$ cat config.mk
export PLATFORM = sky130hd
export DESIGN_NAME = uart_transmitter
export DESIGN_NICKNAME = d
export VERILOG_FILES = /design/src/rtl/uart_pkg.sv /design/src/rtl/uart_tx_fifo.sv /design/src/rtl/uart_transmitter.sv
export SDC_FILE = /design/constraint.sdc
export NUM_CORES = 1
export LEC_CHECK = 0
export ABC_AREA = 1
export BUFFER_PORTS_ARGS = -buffer_cell sky130_fd_sc_hd__buf_2
export CORE_MARGIN = 8
export CORE_UTILIZATION = 39
export DETAILED_ROUTE_END_ITERATION = 8
export MAX_ROUTING_LAYER = met4
export SLEW_MARGIN = 20
export SYNTH_ARGS = -nofsm -noshare
export SYNTH_HDL_FRONTEND = slang
export SYNTH_HIERARCHICAL = 1
export SYNTH_SLANG_ARGS = --single-unit
$ cat constraint.sdc
create_clock -name clk -period 5.7 [get_ports clk]
set_input_delay 0.57 -clock clk [delete_from_list [all_inputs] [get_ports clk]]
set_output_delay 0.57 -clock clk [all_outputs]
set_load 0.05 [all_outputs]
$ cat src/rtl/uart_pkg.sv
// Shared UART definitions: FSM state encoding and frame constants,
// common to the transmitter and the receiver.
package uart_pkg;

    typedef enum logic [1:0] {
        IDLE    = 2'b00,
        START   = 2'b01,
        DATABIT = 2'b10,
        STOP    = 2'b11
    } uart_state_e;

    localparam int DEFAULT_CLOCKS_PER_BIT = 217;  // 25 MHz / 115200 bps
    localparam int DATA_BITS              = 8;

endpackage

$ cat src/rtl/uart_tx_fifo.sv
// Synchronous FIFO with count/full/empty. The head entry is visible
// combinationally on rd_data_o so a pop can load it on the same edge.
module uart_tx_fifo #(
    parameter int WIDTH = 8,
    parameter int DEPTH = 4
) (
    input  logic                     clk,
    input  logic                     rst,
    input  logic                     wr_en_i,
    input  logic [WIDTH-1:0]         wr_data_i,
    input  logic                     rd_en_i,
    output logic [WIDTH-1:0]         rd_data_o,
    output logic [$clog2(DEPTH):0]   count_o,
    output logic                     full_o,
    output logic                     empty_o
);
    localparam int PTR_W = $clog2(DEPTH);

    logic [WIDTH-1:0] mem_q [DEPTH];
    logic [PTR_W-1:0] wr_ptr_q, rd_ptr_q;
    logic [PTR_W:0]   count_q;
    logic             wr, rd;

    assign full_o    = (count_q == (PTR_W+1)'(DEPTH));
    assign empty_o   = (count_q == '0);
    assign count_o   = count_q;
    assign rd_data_o = mem_q[rd_ptr_q];

    // Full/empty guards make the FIFO safe even if the caller ignores them.
    assign wr = wr_en_i && !full_o;
    assign rd = rd_en_i && !empty_o;

    // Pointers wrap naturally because DEPTH is a power of two.
    always_ff @(posedge clk) begin
        if (rst) begin
            wr_ptr_q <= '0;
            rd_ptr_q <= '0;
            count_q  <= '0;
        end else begin
            if (wr) wr_ptr_q <= wr_ptr_q + PTR_W'(1);
            if (rd) rd_ptr_q <= rd_ptr_q + PTR_W'(1);
            case ({wr, rd})
                2'b10:   count_q <= count_q + (PTR_W+1)'(1);
                2'b01:   count_q <= count_q - (PTR_W+1)'(1);
                default: count_q <= count_q;
            endcase
        end
    end

    // Storage needs no reset; entries are only read after being written.
    always_ff @(posedge clk) begin
        if (wr) mem_q[wr_ptr_q] <= wr_data_i;
    end

endmodule

$ cat src/rtl/uart_transmitter.sv
// 8N1 UART transmitter: byte FIFO in front of a bit-timed serialiser.
// Frames are sent LSB first; queued bytes go out back-to-back.
module uart_transmitter
    import uart_pkg::*;
#(
    parameter int CLOCKS_PER_BIT = DEFAULT_CLOCKS_PER_BIT,
    parameter int FIFO_DEPTH     = 4
) (
    input  logic                          clk,
    input  logic                          rst,
    input  logic [DATA_BITS-1:0]          tx_data,
    input  logic                          tx_valid,
    output logic                          tx_ready,
    output logic                          dataserial,
    output logic                          tx_busy,
    output logic [$clog2(FIFO_DEPTH):0]   fifo_count
);
    localparam int                CNT_W   = $clog2(CLOCKS_PER_BIT);
    localparam logic [CNT_W-1:0]  CNT_MAX = CNT_W'(CLOCKS_PER_BIT - 1);
    localparam logic [2:0]        IDX_MAX = 3'(DATA_BITS - 1);

    uart_state_e          state_q;
    logic [CNT_W-1:0]     cnt_q;
    logic [2:0]           idx_q;
    logic [DATA_BITS-1:0] shift_q;
    logic                 line_q;
    logic                 busy_q;

    logic                 fifo_full, fifo_empty;
    logic [DATA_BITS-1:0] head;
    logic                 push, pop, bit_end;

    assign tx_ready   = !fifo_full;
    assign push       = tx_valid && tx_ready;
    assign bit_end    = (cnt_q == CNT_MAX);
    // Pop from IDLE, or at the end of STOP so the next start bit follows
    // with no idle gap.
    assign pop        = !fifo_empty &&
                        ((state_q == IDLE) || (state_q == STOP && bit_end));
    assign dataserial = line_q;
    assign tx_busy    = busy_q;

    uart_tx_fifo #(.WIDTH(DATA_BITS), .DEPTH(FIFO_DEPTH)) u_fifo (
        .clk       (clk),
        .rst       (rst),
        .wr_en_i   (push),
        .wr_data_i (tx_data),
        .rd_en_i   (pop),
        .rd_data_o (head),
        .count_o   (fifo_count),
        .full_o    (fifo_full),
        .empty_o   (fifo_empty)
    );

    // Frame FSM: bit timer, bit index, shift register and registered line.
    always_ff @(posedge clk) begin
        if (rst) begin
            state_q <= IDLE;
            cnt_q   <= '0;
            idx_q   <= '0;
            shift_q <= '0;
            line_q  <= 1'b1;
            busy_q  <= 1'b0;
        end else begin
            case (state_q)
                IDLE: begin
                    cnt_q <= '0;
                    if (pop) begin
                        state_q <= START;
                        shift_q <= head;
                        line_q  <= 1'b0;
                        busy_q  <= 1'b1;
                    end
                end
                START: begin
                    if (bit_end) begin
                        cnt_q   <= '0;
                        idx_q   <= '0;
                        state_q <= DATABIT;
                        line_q  <= shift_q[0];
                    end else begin
                        cnt_q <= cnt_q + CNT_W'(1);
                    end
                end
                DATABIT: begin
                    if (bit_end) begin
                        cnt_q <= '0;
                        if (idx_q == IDX_MAX) begin
                            state_q <= STOP;
                            line_q  <= 1'b1;
                        end else begin
                            idx_q  <= idx_q + 3'd1;
                            line_q <= shift_q[idx_q + 3'd1];
                        end
                    end else begin
                        cnt_q <= cnt_q + CNT_W'(1);
                    end
                end
                STOP: begin
                    if (bit_end) begin
                        cnt_q <= '0;
                        if (pop) begin
                            state_q <= START;
                            shift_q <= head;
                            line_q  <= 1'b0;
                        end else begin
                            state_q <= IDLE;
                            line_q  <= 1'b1;
                            busy_q  <= 1'b0;
                        end
                    end else begin
                        cnt_q <= cnt_q + CNT_W'(1);
                    end
                end
            endcase
        end
    end

endmodule

==> impl_metrics.json, run 1 <==
{
  "path_cells": "ha_1 -> nor2_1 -> nor2_4 -> nand2_2 -> clkinv_2 -> nand2_1 -> inv_1 -> ha_1 -> inv_1 -> fa_1 -> inv_1 -> nand2_1 -> nand3_1 -> nand2_1 -> nand2_1 -> nor2_1",
  "cp_max_fo": 10,
  "dp.cells": 427,
  "area_delta_synth_final_pct": 14.53,
  "ys_warn_count": 6,
  "finalPower_mw": 1.586,
  "cts_tree": "done",
  "cpMaxStageDelayCell": "dfxtp_1",
  "synth_area_leader_cell": "edfxtp_1",
  "grt_max_degree": 20,
  "cpLargestDelayFamily": "adder cells",
  "seq_area_frac_synth_pct": 55.51,
  "p_sw_uw": 570.2,
  "drive_gt1_share_pct": 13.66,
  "syn-num-nets": 341,
  "maxCapViolCount": 0,
  "p_per_area_nw_per_um2": 480.0,
  "peakVddDrop_mv": 0.2206,
  "nNetsFinal": 365,
  "p_int_mw": 1.016,
  "p_seq_share_pct": 39.8,
  "place_ws_ps": 3298,
  "ys_ff_latch": 64,
  "postCtsSetupRepairBufs": 0,
  "end_kind": "flip-flop",
  "dp_hpwl_mm": 3.700,
  "async_flop_share_pct": 0,
  "synth.cell_area_sq_um": 2885,
  "layout_worst_path_cycle_share_pct": 42.17,
  "vias": 2107,
  "core_sq_um": 7214,
  "gp_congestion": 0.7649,
  "synth.area.top_cells": "edfxtp_1 (33%), dfxtp_1 (22%), nand2_1 (6.6%), ha_1 (6.1%), nor2_1 (6.0%)",
  "leakage_nw": 1.289,
  "syn_avg_cell_area_sq_um": 9.160,
  "path_common_cell": "nand2_1",
  "drcViolationCount": 0,
  "grtUsageTotal_pct": 11.49,
  "initial_core_util_pct": 39.99,
  "die_area_sq_um": 10410,
  "antenna_found_initial": 0,
  "synthCells": 315,
  "ant_nets": 0,
  "status": "finished clean",
  "area.sequential_sq_um": 1602,
  "fmax_ghz": 0.4160,
  "layoutNonFillerInstCount": 443,
  "tightest_slew_ps": 792.5,
  "yosysMostFrequentCell": "nand2_1",
  "ioPinCount": 17,
  "dpl-instance-area_sq_um": 3063,
  "insertion_delay_ps": 330,
  "cts_hold_buf": 0,
  "setup_viol": 0,
  "wire_per_inst_um": 11.67,
  "slew_headroom_pct": 46.97,
  "rsz0062_at_grt": "no",
  "finalSetupTns_ps": 0,
  "cts_resized": 0,
  "hold_viol": 0,
  "clock_sinks": 64,
  "overflow": 0,
  "ys.flop_type": "edfxtp_1",
  "vias_per_cell": 4.756,
  "cts_made_buffers": 9,
  "worst_slack_ps": 3296,
  "num_antenna_cells": 0,
  "final_area_sq_um": 3304,
  "root_buffer": "clkbuf_8",
  "hold_path.class": "in2reg",
  "grt_pass1_wl_mm": 9.073,
  "fill_cells": 712,
  "die_w_um": 102.0,
  "p_clk_share_pct": 29.5,
  "start_kind": "flip-flop",
  "synth_common_cells": "nand2_1 (51), nor2_1 (46), inv_1 (39)",
  "finClkSkew_ps": 4.177,
  "switching_share_pct": 35.95,
  "wl_mm": 5.172,
  "multiInputGateArea_sq_um": 1102,
  "grt_pass1_vias": 2025,
  "yosysTopAreaCellShare_pct": 33.30,
  "crit_buf_inv": 4,
  "fin_crit_ps": 2404,
  "timing.final.max_slew_violations": 0,
  "worstPathRequired_ps": 5930,
  "dr.pass1.iters": 4,
  "crit_path_max_incr_delay_ps": 390,
  "cts_max_level": 3,
  "synth_edf_count": 32,
  "arrival_ps": 2630,
  "first_iter_violations": 66,
  "synthDistinctLibCells": 30,
  "dieHeight_um": 102.0,
  "path_clk_slew_ps": 70,
  "crit_type": "reg2reg",
  "comb_power_share_pct": 30.7,
  "rows": 31,
  "cts.path.max_buffers": 2,
  "io_buffers": 16
}
[power by group through the flow]
stage | clock (mW) | sequential [mW] | combinational [mW]
after floorplan | 0 | 0.676 | 0.351
after CTS | 0.481 | 0.632 | 0.495
after global placement | 0 | 0.640 | 0.486
after global routing | 0.499 | 0.643 | 0.561
final | 0.468 | 0.631 | 0.487
after detailed placement | 0 | 0.642 | 0.494
[per-stage QoR]
step	util (%)	hold WS (ps)
after global placement	42.46	447.2
after detailed placement	42.46	454.4
after global routing	45.80	429.3
final	45.80	443.4
after floorplan	-	429.7
after CTS	45.80	434.3
[flip-flops by register name, summed over array words and instances (netlist names), 2 cells and up, named ones only]
signal and flops:
state_q 2, u_fifo/count_o 3, cnt_q 8, idx_q 3, shift_q 8, u_fifo/mem_q 32, u_fifo/rd_ptr_q 2, u_fifo/wr_ptr_q 2
[cells by family after synthesis]
logic type,synth area share (%)
fa+ha+maj,6.765
simple gates,20.25
compound gates,10.58
flops,55.51
buf+inv,6.287
xor+xnor,0.6072
[layout make-up]
type | count | share of cell area (%)
clock inverter | 7 | 3.559
clock buffer | 9 | 3.749
multi-input combinational | 207 | 33.36
inverter | 41 | 4.695
timing repair buffer | 16 | 2.423
tap | 99 | 3.749
sequential | 64 | 48.47
[cells in the final DEF (no fill, tap or decap), types with 2 or more instances in the layout]
| master | n |
|---|---|
| o21ai_2 | 4 |
| inv_1 | 39 |
| nor2_1 | 46 |
| nand2_1 | 51 |
| o21ai_0 | 18 |
| ha_1 | 14 |
| a21oi_1 | 22 |
| edfxtp_1 | 32 |
| nor3_1 | 2 |
| clkbuf_8 | 9 |
| nor2_2 | 2 |
| clkinvlp_4 | 2 |
| bufinv_16 | 3 |
| buf_2 | 16 |
| nand3_1 | 22 |
| dfxtp_1 | 32 |
| o22ai_1 | 8 |
| nand2_2 | 6 |
[final timing paths]
| path | from | to | slack [ps] | depth (start not counted) |
|---|---|---|---|---|
| worst max register to register | state_q[0] | u_fifo/count_o[2] | 3300 | 16 |
| worst max-delay path | state_q[0] | u_fifo/count_o[2] | 3300 | 16 |
| worst min register to register | cnt_q[0] | cnt_q[0] | 470 | 1 |
| worst min-delay path | tx_data[0] | u_fifo/mem_q[1][0] | 440 | 1 |
[metal layers]
layer  vias up  routed length, um  GRT usage [%]
met2        27               2393          18.49
li1       1093                  -              -
met1       978               2567          13.03
met5         -                  0              -
met4         0                 85          4.740
met3         9                125          3.474
(Power assumes the default switching activity.)
==> run 2: changes to the inputs <==
clock period = 2.2 ns   (was 5.7 ns; I/O delays follow)
==> impl_metrics.json, run 2 (synthesized netlist as in run 1, its figures left out) <==
{
  "rsz0062_at_grt": "no",
  "worstPathRequired_ps": 2470,
  "cts_hold_buf": 0,
  "tightest_slew_ps": 379.1,
  "status": "finished clean",
  "cts_tree": "done",
  "worst_slack_ps": 191.2,
  "path_clk_slew_ps": 70,
  "cts_max_level": 3,
  "fmax_ghz": 0.4978,
  "core_sq_um": 7214,
  "vias_per_cell": 4.618,
  "regMostFlops": "u_fifo/mem_q",
  "wl_mm": 5.315,
  "area_delta_synth_final_pct": 17.56,
  "maxCapViolCount": 0,
  "r2r_start": "cnt_q[0]",
  "finalPower_mw": 4.106,
  "grt_pass1_wl_mm": 8.818,
  "wire_per_inst_um": 11.73,
  "crit_type": "reg2reg",
  "hold_path.class": "in2reg",
  "layoutNonFillerInstCount": 453,
  "min-delay-start": "tx_data[4]",
  "cts.path.max_buffers": 2,
  "initial_core_util_pct": 39.99,
  "cp_max_fo": 4,
  "arrival_ps": 2280,
  "timing.final.max_slew_violations": 0,
  "antenna_found_initial": 0,
  "insertion_delay_ps": 340,
  "place_ws_ps": -40.64,
  "die_w_um": 102.0,
  "overflow": 0,
  "grt_pass1_vias": 2003,
  "cp-startpoint": "cnt_q[0]",
  "cts_made_buffers": 9,
  "grt_max_degree": 20,
  "dp_hpwl_mm": 3.787,
  "io_buffers": 16,
  "dp.cells": 435,
  "root_buffer": "clkbuf_8",
  "start_kind": "flip-flop",
  "grtUsageTotal_pct": 11.47,
  "clock_sinks": 64,
  "setup_viol": 0,
  "leakage_nw": 1.325,
  "slew_headroom_pct": 74.73,
  "first_iter_violations": 94,
  "vias": 2092,
  "largestRegisters": "u_fifo/mem_q x32, cnt_q x8, shift_q x8",
  "hold_viol": 0,
  "finClkSkew_ps": 5.369,
  "drive_gt1_share_pct": 20.62,
  "final_cell_mix": "nand2_1 (50), nor2_1 (44), inv_1 (35)",
  "fin_crit_ps": 2009,
  "fin_hold_ws_ps": 87.46,
  "gp_congestion": 0.8257,
  "finalSetupTns_ps": 0,
  "layout_worst_path_cycle_share_pct": 91.31,
  "die_area_sq_um": 10410,
  "ant_nets": 0,
  "peakVddDrop_mv": 0.6944,
  "dr.pass1.iters": 4,
  "num_antenna_cells": 0,
  "final_common_cell": "nand2_1",
  "end_kind": "flip-flop",
  "nNetsFinal": 375,
  "drcViolationCount": 0,
  "p_per_area_nw_per_um2": 1211,
  "ioPinCount": 17,
  "largest_reg_flops": 32,
  "rows": 31,
  "dieHeight_um": 102.0
}
==> run 2: stage by stage <==
stage / utilization, % / area, sq um
2_1_floorplan: - / 2892
3_3_place_gp: 43.38 / 3129
3_5_place_dp: 43.38 / 3129
4_1_cts: 46.44 / 3351
5_1_grt: 47.02 / 3392
6_report: 47.02 / 3392
==> run 2: worst paths after layout <==
path	endpoint	slack, ps	depth (start not counted)
worst max register to register	u_fifo/count_o[2]	190	18
worst min-delay path	u_fifo/mem_q[0][4]	90	1
worst max-delay path	u_fifo/count_o[2]	190	18
worst min register to register	shift_q[7]	470	2
==> run 2: power breakdown <==
part | switching [mW] | internal [mW]
logic | 0.913 | 0.476
clock network | 0.458 | 0.637
registers | 0.137 | 1.49
total | 1.51 | 2.60
==> run 2: cell type report <==
type	count	area, sq um
Timing Repair Buffer	26	155.1
Inverter	41	155.1
Sequential cell	64	1612
Multi-Input combinational cell	207	1127
Clock buffer	9	123.9
Fill cell	696	3822
Tap cell	99	123.9
Clock inverter	7	95.09
==> run 2: what timing repair did <==
item	in CTS	in global routing
setup buffers	0	2
resized for setup	1	13
endpoints found under the setup margin	2	2
cloned	0	0
pin swaps	0	2
==> run 2: layer usage <==
layer	wire, um	track usage, %	vias to the layer above
li1	-	-	1113
met3	187	2.861	7
met2	2675	19.49	30
met5	0	-	-
met4	106	6.095	0
met1	2346	12.02	942
==> run 2: worst max-delay path, stage by stage, from the launching register on <==
cell and delay (ps):
dfxtp_2 320, inv_1 50, ha_1 130, nand2_1 60, nor2_2 110, nand2_2 70
nand2_2 60, nand2_2 50, clkinv_2 60, nand2_1 80, inv_2 80, ha_4 130
inv_2 40, fa_2 330, nand2_1 70, nand3_1 90, nand2_1 70, nand2_1 40
nor2_1 100
==> run 3: changes to the inputs <==
SYNTH_HIERARCHICAL = default   (was 1)
==> impl_metrics.json, run 3 <==
{
  "synth_edf_count": 32,
  "ys_ff_latch": 64,
  "peakVddDrop_mv": 0.6805,
  "finalSetupTns_ps": 0,
  "regMostFlops": "u_fifo.mem_q",
  "drcViolationCount": 0,
  "worst_slack_ps": 179.2,
  "yosysMostFrequentCell": "nor2_1",
  "io_buffers": 16,
  "core_sq_um": 7137,
  "tightest_slew_ps": 506.8,
  "fill_cells": 727,
  "seq_area_frac_synth_pct": 56.64,
  "synthCells": 299,
  "place_ws_ps": -19.67,
  "synth.cell_area_sq_um": 2828,
  "synthDistinctLibCells": 28,
  "slew_headroom_pct": 66.17,
  "root_buffer": "clkbuf_8",
  "die_area_sq_um": 10230,
  "cp_max_fo": 5,
  "dp_hpwl_mm": 3.603,
  "wire_per_inst_um": 11.92,
  "dpl-instance-area_sq_um": 3082,
  "area_delta_synth_final_pct": 17.35,
  "nNetsFinal": 356,
  "cpLargestDelayFamily": "adder cells",
  "synth_common_cells": "nor2_1 (49), o21ai_0 (36), dfxtp_1 (32), edfxtp_1 (32)",
  "rsz0062_at_grt": "no",
  "crit_type": "reg2reg",
  "syn-num-nets": 325,
  "crit_buf_inv": 2,
  "overflow": 0,
  "fmax_ghz": 0.4948,
  "postCtsSetupRepairBufs": 0,
  "setup_viol": 0,
  "first_iter_violations": 97,
  "final_cell_mix": "nor2_1 (49), o21ai_0 (33), edfxtp_1 (32)",
  "grt_pass1_vias": 1985,
  "ys.flop_type": "edfxtp_1",
  "initial_core_util_pct": 39.62,
  "ant_nets": 0,
  "fin_crit_ps": 2021,
  "num_antenna_cells": 0,
  "ioPinCount": 17,
  "p_per_area_nw_per_um2": 1252,
  "vias": 2046,
  "insertion_delay_ps": 340,
  "dieHeight_um": 101.2,
  "fin_hold_ws_ps": 90.27,
  "path_clk_slew_ps": 80,
  "hold_viol": 0,
  "end_kind": "flip-flop",
  "maxCapViolCount": 0,
  "ys_warn_count": 0,
  "grt_max_degree": 18,
  "synth.area.top_cells": "edfxtp_1 (34%), dfxtp_1 (23%), nor2_1 (6.5%), o21ai_0 (6.4%), ha_1 (6.2%)",
  "fin_util_pct": 46.49,
  "area.sequential_sq_um": 1608,
  "die_w_um": 101.2,
  "multiInputGateArea_sq_um": 1085,
  "antenna_found_initial": 0,
  "largest_reg_flops": 32,
  "cts_tree": "done",
  "worstPathRequired_ps": 2430,
  "cts_hold_buf": 0,
  "leakage_nw": 1.283,
  "wl_mm": 5.173,
  "grt_pass1_wl_mm": 9.087,
  "cts_max_level": 3,
  "cpMaxStageDelayCell": "fa_2",
  "syn_avg_cell_area_sq_um": 9.457,
  "cts_made_buffers": 9,
  "hold_path.class": "in2reg",
  "final_common_cell": "nor2_1",
  "path_cells": "inv_1 -> ha_1 -> nand2_1 -> nor2_4 -> nand2_2 -> nand2_1 -> nand2_2 -> inv_2 -> ha_2 -> fa_2 -> a21oi_1 -> o21ai_1 -> o21ai_1 -> a21oi_1",
  "start_kind": "flip-flop",
  "final_area_sq_um": 3318,
  "timing.final.max_slew_violations": 0,
  "clock_sinks": 64,
  "synth_area_leader_cell": "edfxtp_1",
  "largestRegisters": "u_fifo.mem_q x32, cnt_q x8, shift_q x8",
  "arrival_ps": 2250,
  "yosysTopAreaCellShare_pct": 33.98,
  "crit_path_max_incr_delay_ps": 340,
  "drive_gt1_share_pct": 18.81,
  "cts.path.max_buffers": 2,
  "finClkSkew_ps": 9.172,
  "async_flop_share_pct": 0,
  "rows": 31,
  "grtUsageTotal_pct": 11.76,
  "layout_worst_path_cycle_share_pct": 91.86,
  "status": "finished clean",
  "dr.pass1.iters": 4,
  "vias_per_cell": 4.714,
  "gp_congestion": 0.7618
}
-- run 3: changes by cell type after synthesis, moves of 5 or more --
| cell | previous run | this run |
|---|---|---|
| o21ai_0 | 18 | 36 |
| a21oi_1 | 22 | 28 |
| nand3_1 | 22 | 17 |
| o22ai_1 | 8 | 0 |
| inv_1 | 39 | 28 |
| nand2_1 | 51 | 25 |
-- run 3: timing repair --
action                                  4_1_cts  5_1_grt
resized for setup                             3        5
pin swaps                                     0        1
hold endpoints to repair                      0        0
endpoints found under the setup margin        1        2
-- run 3: area by class of cell --
class	count	area share, %
Tap cell	99	3.733
Multi-Input combinational cell	198	32.69
Timing Repair Buffer	27	4.902
Sequential cell	64	48.45
Inverter	30	3.394
Clock inverter	7	3.092
Clock buffer	9	3.733
-- run 3: logic make-up after synthesis --
group	count (synthesis)	synth area share (%)
AND/OR/NAND/NOR	110	17.61
adder cells (fa/ha/maj)	15	6.903
flip-flops	64	56.64
XOR/XNOR	2	0.6196
AO/OA/AOI/OAI	71	12.79
buffers and inverters	37	5.443
-- run 3: stage by stage --
step	total power [mW]	cells
detailed placement	3.031	418
finish	4.153	434
global placement	3.011	418
floorplan	2.682	299
global route	4.467	434
CTS	4.179	434
-- run 3: path summary, 6_finish.rpt --
kind	start	to	slack [ps]	cells after the start
hold / removal	tx_data[7]	u_fifo.mem_q[1][7]	90	1
setup reg to reg	cnt_q[0]	u_fifo.count_o[2]	180	14
hold reg to reg	tx_busy	tx_busy	450	2
setup / recovery	cnt_q[0]	u_fifo.count_o[2]	180	14
-- run 3: worst reg2reg max path, delay by kind of cell (launching register included) --
family / cells / cell delay, ps
buffers and inverters: 2 / 90
adders and majority gates: 3 / 720
AOI/OAI and AO/OA: 4 / 380
and+or+nand+nor: 5 / 390
DFF: 1 / 330
-- run 3: routing by layer --
layer | vias to the layer above | track usage, % | wire length, um
met1 | 941 | 13.02 | 2440
met5 | - | - | 0
met4 | 0 | 5.956 | 82
met2 | 22 | 18.72 | 2490
met3 | 8 | 3.711 | 160
li1 | 1075 | - | -
-- run 3: power breakdown --
part / total [mW] / switching, mW / internal, mW
combinational: 1.44 / 0.925 / 0.512
clock: 1.13 / 0.478 / 0.649
sequential: 1.59 / 0.123 / 1.47
total: 4.15 / 1.53 / 2.63
